### config.mk
export PLATFORM = sky130hd
export DESIGN_NAME = eight_bit_accumulator_flat
export DESIGN_NICKNAME = d
export VERILOG_FILES = /design/src/rtl/eight_bit_accumulator_if.sv /design/src/rtl/eight_bit_accumulator.sv /design/src/flat_wrapper.sv
export SDC_FILE = /design/constraint.sdc
export NUM_CORES = 1
export LEC_CHECK = 0
export CORE_ASPECT_RATIO = 0.75
export CORE_MARGIN = 8
export CORE_UTILIZATION = 50
export CTS_BUF_LIST = sky130_fd_sc_hd__clkbuf_4 sky130_fd_sc_hd__clkbuf_8
export DETAILED_ROUTE_END_ITERATION = 7
export GPL_TIMING_DRIVEN = 0
export MAX_ROUTING_LAYER = met4
export PLACE_DENSITY = 0.77
export SLEW_MARGIN = 20
export SYNTH_ARGS = -nofsm -noshare
export SYNTH_HDL_FRONTEND = slang
export SYNTH_SLANG_ARGS = --single-unit
### constraint.sdc
create_clock -name clk -period 8.3 [get_ports clk]
set_input_delay 1.66 -clock clk [delete_from_list [all_inputs] [get_ports clk]]
set_output_delay 1.66 -clock clk [all_outputs]
set_load 0.02 [all_outputs]
### src/rtl/eight_bit_accumulator_if.sv
// Operand / result handshake bundle for eight_bit_accumulator.
// slave  : the accumulator (accepts operands, presents results)
// master : the producer/consumer driving operands and taking results
interface eight_bit_accumulator_if #(
    parameter int CW = 8
);
    logic          x_valid;
    logic          x_ready;
    logic [7:0]    x;
    logic          x_last;
    logic          s_valid;
    logic          s_ready;
    logic [7:0]    s;
    logic          c_out;
    logic [CW-1:0] s_cnt;

    modport slave (
        input  x_valid,
        output x_ready,
        input  x,
        input  x_last,
        output s_valid,
        input  s_ready,
        output s,
        output c_out,
        output s_cnt
    );

    modport master (
        output x_valid,
        input  x_ready,
        output x,
        output x_last,
        input  s_valid,
        output s_ready,
        input  s,
        input  c_out,
        input  s_cnt
    );
endinterface

### src/rtl/eight_bit_accumulator.sv
// Group accumulator: adds a stream of 8-bit operands into a running sum
// through an 8-bit ripple-carry adder (x = operand, y = accumulator) and
// presents sum, sticky carry and operand count once per group.
// A group ends after N_OPS operands or on an operand flagged x_last.
// Optional build macro ACC_SATURATE_EN: clamp the accumulator to 8'hFF
// whenever the adder carries out, instead of wrapping modulo 256.
module eight_bit_accumulator #(
    parameter int N_OPS = 4,
    parameter int CW    = 8
) (
    input  logic                     clk,
    input  logic                     rst,
    eight_bit_accumulator_if.slave   bus
);
    typedef enum logic {
        ACC,
        DONE
    } state_t;

    state_t        state;
    logic [7:0]    acc;
    logic [CW-1:0] cnt;
    logic          carry;

    logic          s_valid_r;
    logic [7:0]    s_r;
    logic          c_out_r;
    logic [CW-1:0] s_cnt_r;

    logic [8:0]    rc;
    logic [7:0]    sum;
    logic          c7;
    logic [7:0]    acc_next;
    logic          carry_next;
    logic [CW-1:0] cnt_next;
    logic          x_ready_w;
    logic          accept;
    logic          group_end;

    // Ripple-carry add: bit i carry feeds bit i+1, c7 is the final carry-out
    always_comb begin
        rc    = '0;
        sum   = '0;
        for (int unsigned i = 0; i < 8; i++) begin
            sum[i]  = bus.x[i] ^ acc[i] ^ rc[i];
            rc[i+1] = (bus.x[i] & acc[i]) | (rc[i] & (bus.x[i] ^ acc[i]));
        end
        c7 = rc[8];
    end

    // Next accumulator value, sticky carry and operand count for an accept
    always_comb begin
`ifdef ACC_SATURATE_EN
        acc_next = c7 ? 8'hFF : sum;
`else
        acc_next = sum;
`endif
        carry_next = carry | c7;
        cnt_next   = cnt + CW'(1);
    end

    // Handshake decode: operands only taken while accumulating
    always_comb begin
        x_ready_w = (state == ACC);
        accept    = bus.x_valid && x_ready_w;
        group_end = accept && ((cnt == CW'(N_OPS - 1)) || bus.x_last);
    end

    // Group FSM with registered result outputs
    always_ff @(posedge clk) begin
        if (rst) begin
            state     <= ACC;
            acc       <= '0;
            cnt       <= '0;
            carry     <= 1'b0;
            s_valid_r <= 1'b0;
            s_r       <= '0;
            c_out_r   <= 1'b0;
            s_cnt_r   <= '0;
        end else begin
            case (state)
                ACC: begin
                    if (accept) begin
                        acc   <= acc_next;
                        carry <= carry_next;
                        cnt   <= cnt_next;
                        if (group_end) begin
                            s_r       <= acc_next;
                            c_out_r   <= carry_next;
                            s_cnt_r   <= cnt_next;
                            s_valid_r <= 1'b1;
                            state     <= DONE;
                        end
                    end
                end
                DONE: begin
                    // Results persist after release; only the working state clears
                    if (bus.s_ready) begin
                        acc       <= '0;
                        cnt       <= '0;
                        carry     <= 1'b0;
                        s_valid_r <= 1'b0;
                        state     <= ACC;
                    end
                end
                default: begin
                    state <= ACC;
                end
            endcase
        end
    end

    assign bus.x_ready = x_ready_w;
    assign bus.s_valid = s_valid_r;
    assign bus.s       = s_r;
    assign bus.c_out   = c_out_r;
    assign bus.s_cnt   = s_cnt_r;
endmodule

### src/flat_wrapper.sv
// flat-port wrapper written by rule: the top's interface ports become plain ports
module eight_bit_accumulator_flat 
#(
    parameter int N_OPS = 4,
    parameter int CW    = 8
)
  (clk, rst, bus_x_valid, bus_x_ready, bus_x, bus_x_last, bus_s_valid, bus_s_ready, bus_s, bus_c_out, bus_s_cnt);
  eight_bit_accumulator_if #(.CW(CW)) bus_i ();
  input  logic clk;
  input  logic rst;
  input wire logic [$bits(bus_i.x_valid)-1:0] bus_x_valid;
  output wire logic [$bits(bus_i.x_ready)-1:0] bus_x_ready;
  input wire logic [$bits(bus_i.x)-1:0] bus_x;
  input wire logic [$bits(bus_i.x_last)-1:0] bus_x_last;
  output wire logic [$bits(bus_i.s_valid)-1:0] bus_s_valid;
  input wire logic [$bits(bus_i.s_ready)-1:0] bus_s_ready;
  output wire logic [$bits(bus_i.s)-1:0] bus_s;
  output wire logic [$bits(bus_i.c_out)-1:0] bus_c_out;
  output wire logic [$bits(bus_i.s_cnt)-1:0] bus_s_cnt;
  assign bus_i.x_valid = bus_x_valid;
  assign bus_x_ready = bus_i.x_ready;
  assign bus_i.x = bus_x;
  assign bus_i.x_last = bus_x_last;
  assign bus_s_valid = bus_i.s_valid;
  assign bus_i.s_ready = bus_s_ready;
  assign bus_s = bus_i.s;
  assign bus_c_out = bus_i.c_out;
  assign bus_s_cnt = bus_i.s_cnt;
  eight_bit_accumulator #(.N_OPS(N_OPS), .CW(CW)) u_core (.clk(clk), .rst(rst), .bus(bus_i));
endmodule
==> flow_summary.yaml, run 1 <==
flow_run:
  maxCapViolations: 0
synth:
  syn-cell-area_mm2: 0.00172
  ys_seq_area_share_pct: 42.0
  synth_edf_count: 0
  async_flop_share_pct: 0
  yosysWarnings: 0
  syn_nets: 213
  ys_ff_latch: 36
  synthTopCellsByArea: "dfxtp_1, a21oi_1, fa_1"
  avgSynthCellArea_um2: 8.98
  yosys.area.top_type: "dfxtp_1"
  synth_top_area_share_pct: 42.0
  synthDistinctLibCells: 31
  synth_ff_type: "dfxtp_1"
  synth_cells: 191
place:
  dp_hpwl_um: 2770
  dp_cells: 261
  place_congestion: 0.876
  place_area_mm2: 0.00207
  portBuffers: 30
clocking:
  clk_latency_ns: 0.28
  cts_sinks: 36
  root_buffer: "clkbuf_8"
  tritoncts: "done"
  cts_max_level: 2
  cts-resized-gates: 0
  postCtsSetupRepairBufs: 0
  hold_buffers: 0
  clockBufferDepth: 2
  cts_buffers: 5
  clk_pin_slew_ns: 0.07
timing:
  hold_ws_ns: 0.468
  finalSetupViolations: 0
  timing_hold_violations_final: 0
  fmax_mhz: 198
  worst_pin_slew_ns: 0.559
  timing.final.crit_period_ns: 5.06
  period_share_pct: 61.0
  slew_violations: 0
  setup_tns_ns: 0
  rsz0062_at_grt: "no"
  slew_headroom_pct: 62.8
  finClkSkew_ns: 0.00283
setup_path:
  crit_arrival_ns: 5.22
  cp-start-kind: "input pin"
  critPathKind: "input pin to flop"
  critPathRequiredTime_ns: 8.46
  r2r_cells: 14
  cp-end-kind: "flop"
  worstPathMaxFanout: 2
die:
  io-pin-count: 32
  die_area_mm2: 0.00558
  core_mm2: 0.00329
  num_rows: 18
  die_h_um: 66.7
  start_util_pct: 52.2
  die_w_um: 83.6
detailed_routing:
  vias: 1394
  first_pass_iters: 4
  routedWlPerCell_um: 13.8
  drt_iter0_drc: 66
  avgViaCountPerCell: 5.20
  wl_um: 3700
  antenna_left: 0
  drc_errors: 0
final_layout:
  layout-drive-gt1-share_pct: 10.1
  area_delta_synth_final_pct: 25.2
  finalNonFillerCells: 268
  n_antenna_cell: 0
  fin_nets: 250
  fin_area_mm2: 0.00215
  n_fill_cell: 295
grt:
  met2_usage_pct: 20.1
  gr-total-overflow: 0
  antenna_found_initial: 0
  grtUsageTotal_pct: 14.2
  grt_util_met1_pct: 18.4
  top_usage_layer: "met2"
  grt_max_degree: 11
  grt_pass1_vias: 1363
  grt_util_met3_pct: 5.12
  grt_pass1_wl_um: 6250
worst_hold_path:
  hold_depth: 2
  hold_path.class: "flop to flop"
power_and_ir_drop:
  powerDensity_mw_per_mm2: 186
  power_leakage_nw: 0.781
  irDropWorstVdd_mv: 0.137
outcome:
  outcome: "completed"
[layout make-up]
cell class	count	area [um2]	area share, %
inverters	19	71.3	3.32
clock inverters	1	5.00	0.233
multi-input cells	123	847	39.5
well taps	40	50.0	2.33
plain buffers	13	76.3	3.55
flip-flops and latches	36	721	33.6
clock buffers	6	76.3	3.55
repair buffers	30	300	14.0
[through the flow]
stage / power [mW] / setup WS (ns) / util [%]
global route: 0.421 / 3.08 / 65.3
detailed placement: 0.285 / 2.92 / 62.8
CTS: 0.402 / 3.22 / 65.3
global placement: 0.283 / 2.94 / 62.8
finish: 0.399 / 3.24 / 65.3
floorplan: 0.252 / 3.56 / -
[registers in the layout (all words and copies together), names as in the netlist]
signal and flops:
u_core.acc 8, u_core.bus.c_out 1, u_core.bus.s 8, u_core.bus.s_cnt 8, u_core.bus.s_valid 1, u_core.carry 1
u_core.cnt 8, u_core.state 1
[power breakdown]
part           internal (mW)  switching (mW)  total (mW)  leakage [nW]
Sequential             0.185         0.00698       0.192         0.295
Combinational         0.0401          0.0486      0.0887         0.442
Clock                 0.0602          0.0575       0.118        0.0445
[kinds of logic after synthesis]
family	count (synthesis)	synth area share (%)
flops	36	42.0
buf+inv	32	8.61
simple gates	47	13.7
xor+xnor	6	3.06
compound gates	61	23.0
fa+ha+maj	9	9.63
[cells in the final DEF (no fill, tap or decap)]
master and instances:
a211oi_1 7, a211oi_2 6, a21o_1 1, a21oi_1 32, a21oi_2 1, a22oi_1 3
a311oi_1 2, and2_0 2, and3_1 1, buf_1 1, buf_2 4, buf_6 3
clkbuf_1 5, clkbuf_4 1, clkbuf_8 5, clkdlybuf4s50_1 30, clkinv_2 1, dfxtp_1 36
fa_1 7, ha_1 2, inv_1 19, nand2_1 5, nand2b_1 2, nand3_1 8
nand3b_1 1, nor2_1 21, nor2_2 1, nor2b_1 1, nor3_1 2, nor4b_4 1
o21ai_0 7, o31ai_1 2, or3_1 2, xnor2_1 3, xor2_1 3
[critical path, cell delays in order]
cell and delay [ns]:
clkdlybuf4s50_1 0.46, ha_1 0.15, inv_1 0.05, fa_1 0.37, fa_1 0.39, fa_1 0.39, fa_1 0.37, inv_1 0.07
fa_1 0.15, inv_1 0.05, fa_1 0.38, fa_1 0.51, nor2_1 0.05, a21oi_1 0.12, nor2_1 0.05
[metal layers]
layer	wire length (um)	up-vias
met3	261	2
li1	-	720
met4	16	0
met2	1540	40
met5	0	-
met1	1880	632
[final timing paths]
| path | startpoint | to | slack (ns) |
|---|---|---|---|
| min | u_core.bus.s_valid$_SDFFE_PP0P_ | u_core.bus.s_valid$_SDFFE_PP0P_ | 0.47 |
| max reg2reg | u_core.acc[0]$_SDFFE_PP0P_ | u_core.acc[7]$_SDFFE_PP0P_ | 4.73 |
| min reg2reg | u_core.bus.s_valid$_SDFFE_PP0P_ | u_core.bus.s_valid$_SDFFE_PP0P_ | 0.47 |
| max | bus_x[0] | u_core.acc[7]$_SDFFE_PP0P_ | 3.24 |
[cell usage after synthesis (all sizes together), types with 3 or more instances]
cell type	number
dfxtp	36
nand2	5
a22oi	3
inv	19
clkbuf	5
o21ai	7
a211oi	13
buf	8
nor2	22
fa	7
xnor2	3
nand3	8
a21oi	33
xor2	3
Note: power is estimated with default switching activity, not from simulation.
==> run 2, diff against run 1 <==
==> constraint.sdc (replaced) <==
create_clock -name clk -period 4.8 [get_ports clk]
set_input_delay 0.96 -clock clk [delete_from_list [all_inputs] [get_ports clk]]
set_output_delay 0.96 -clock clk [all_outputs]
set_load 0.02 [all_outputs]
==> results of run 2 <==
The final DEF is identical to that of run 1. Status: completed.
Among the figures that moved: setup slack after placement 2.92 ns -> 0.122 ns; setup slack after layout 3.24 ns -> 0.441 ns; register-to-register setup slack 4.73 ns -> 1.23 ns; total power 0.399 mW -> 0.689 mW; worst IR drop on VDD 0.137 mV -> 0.238 mV
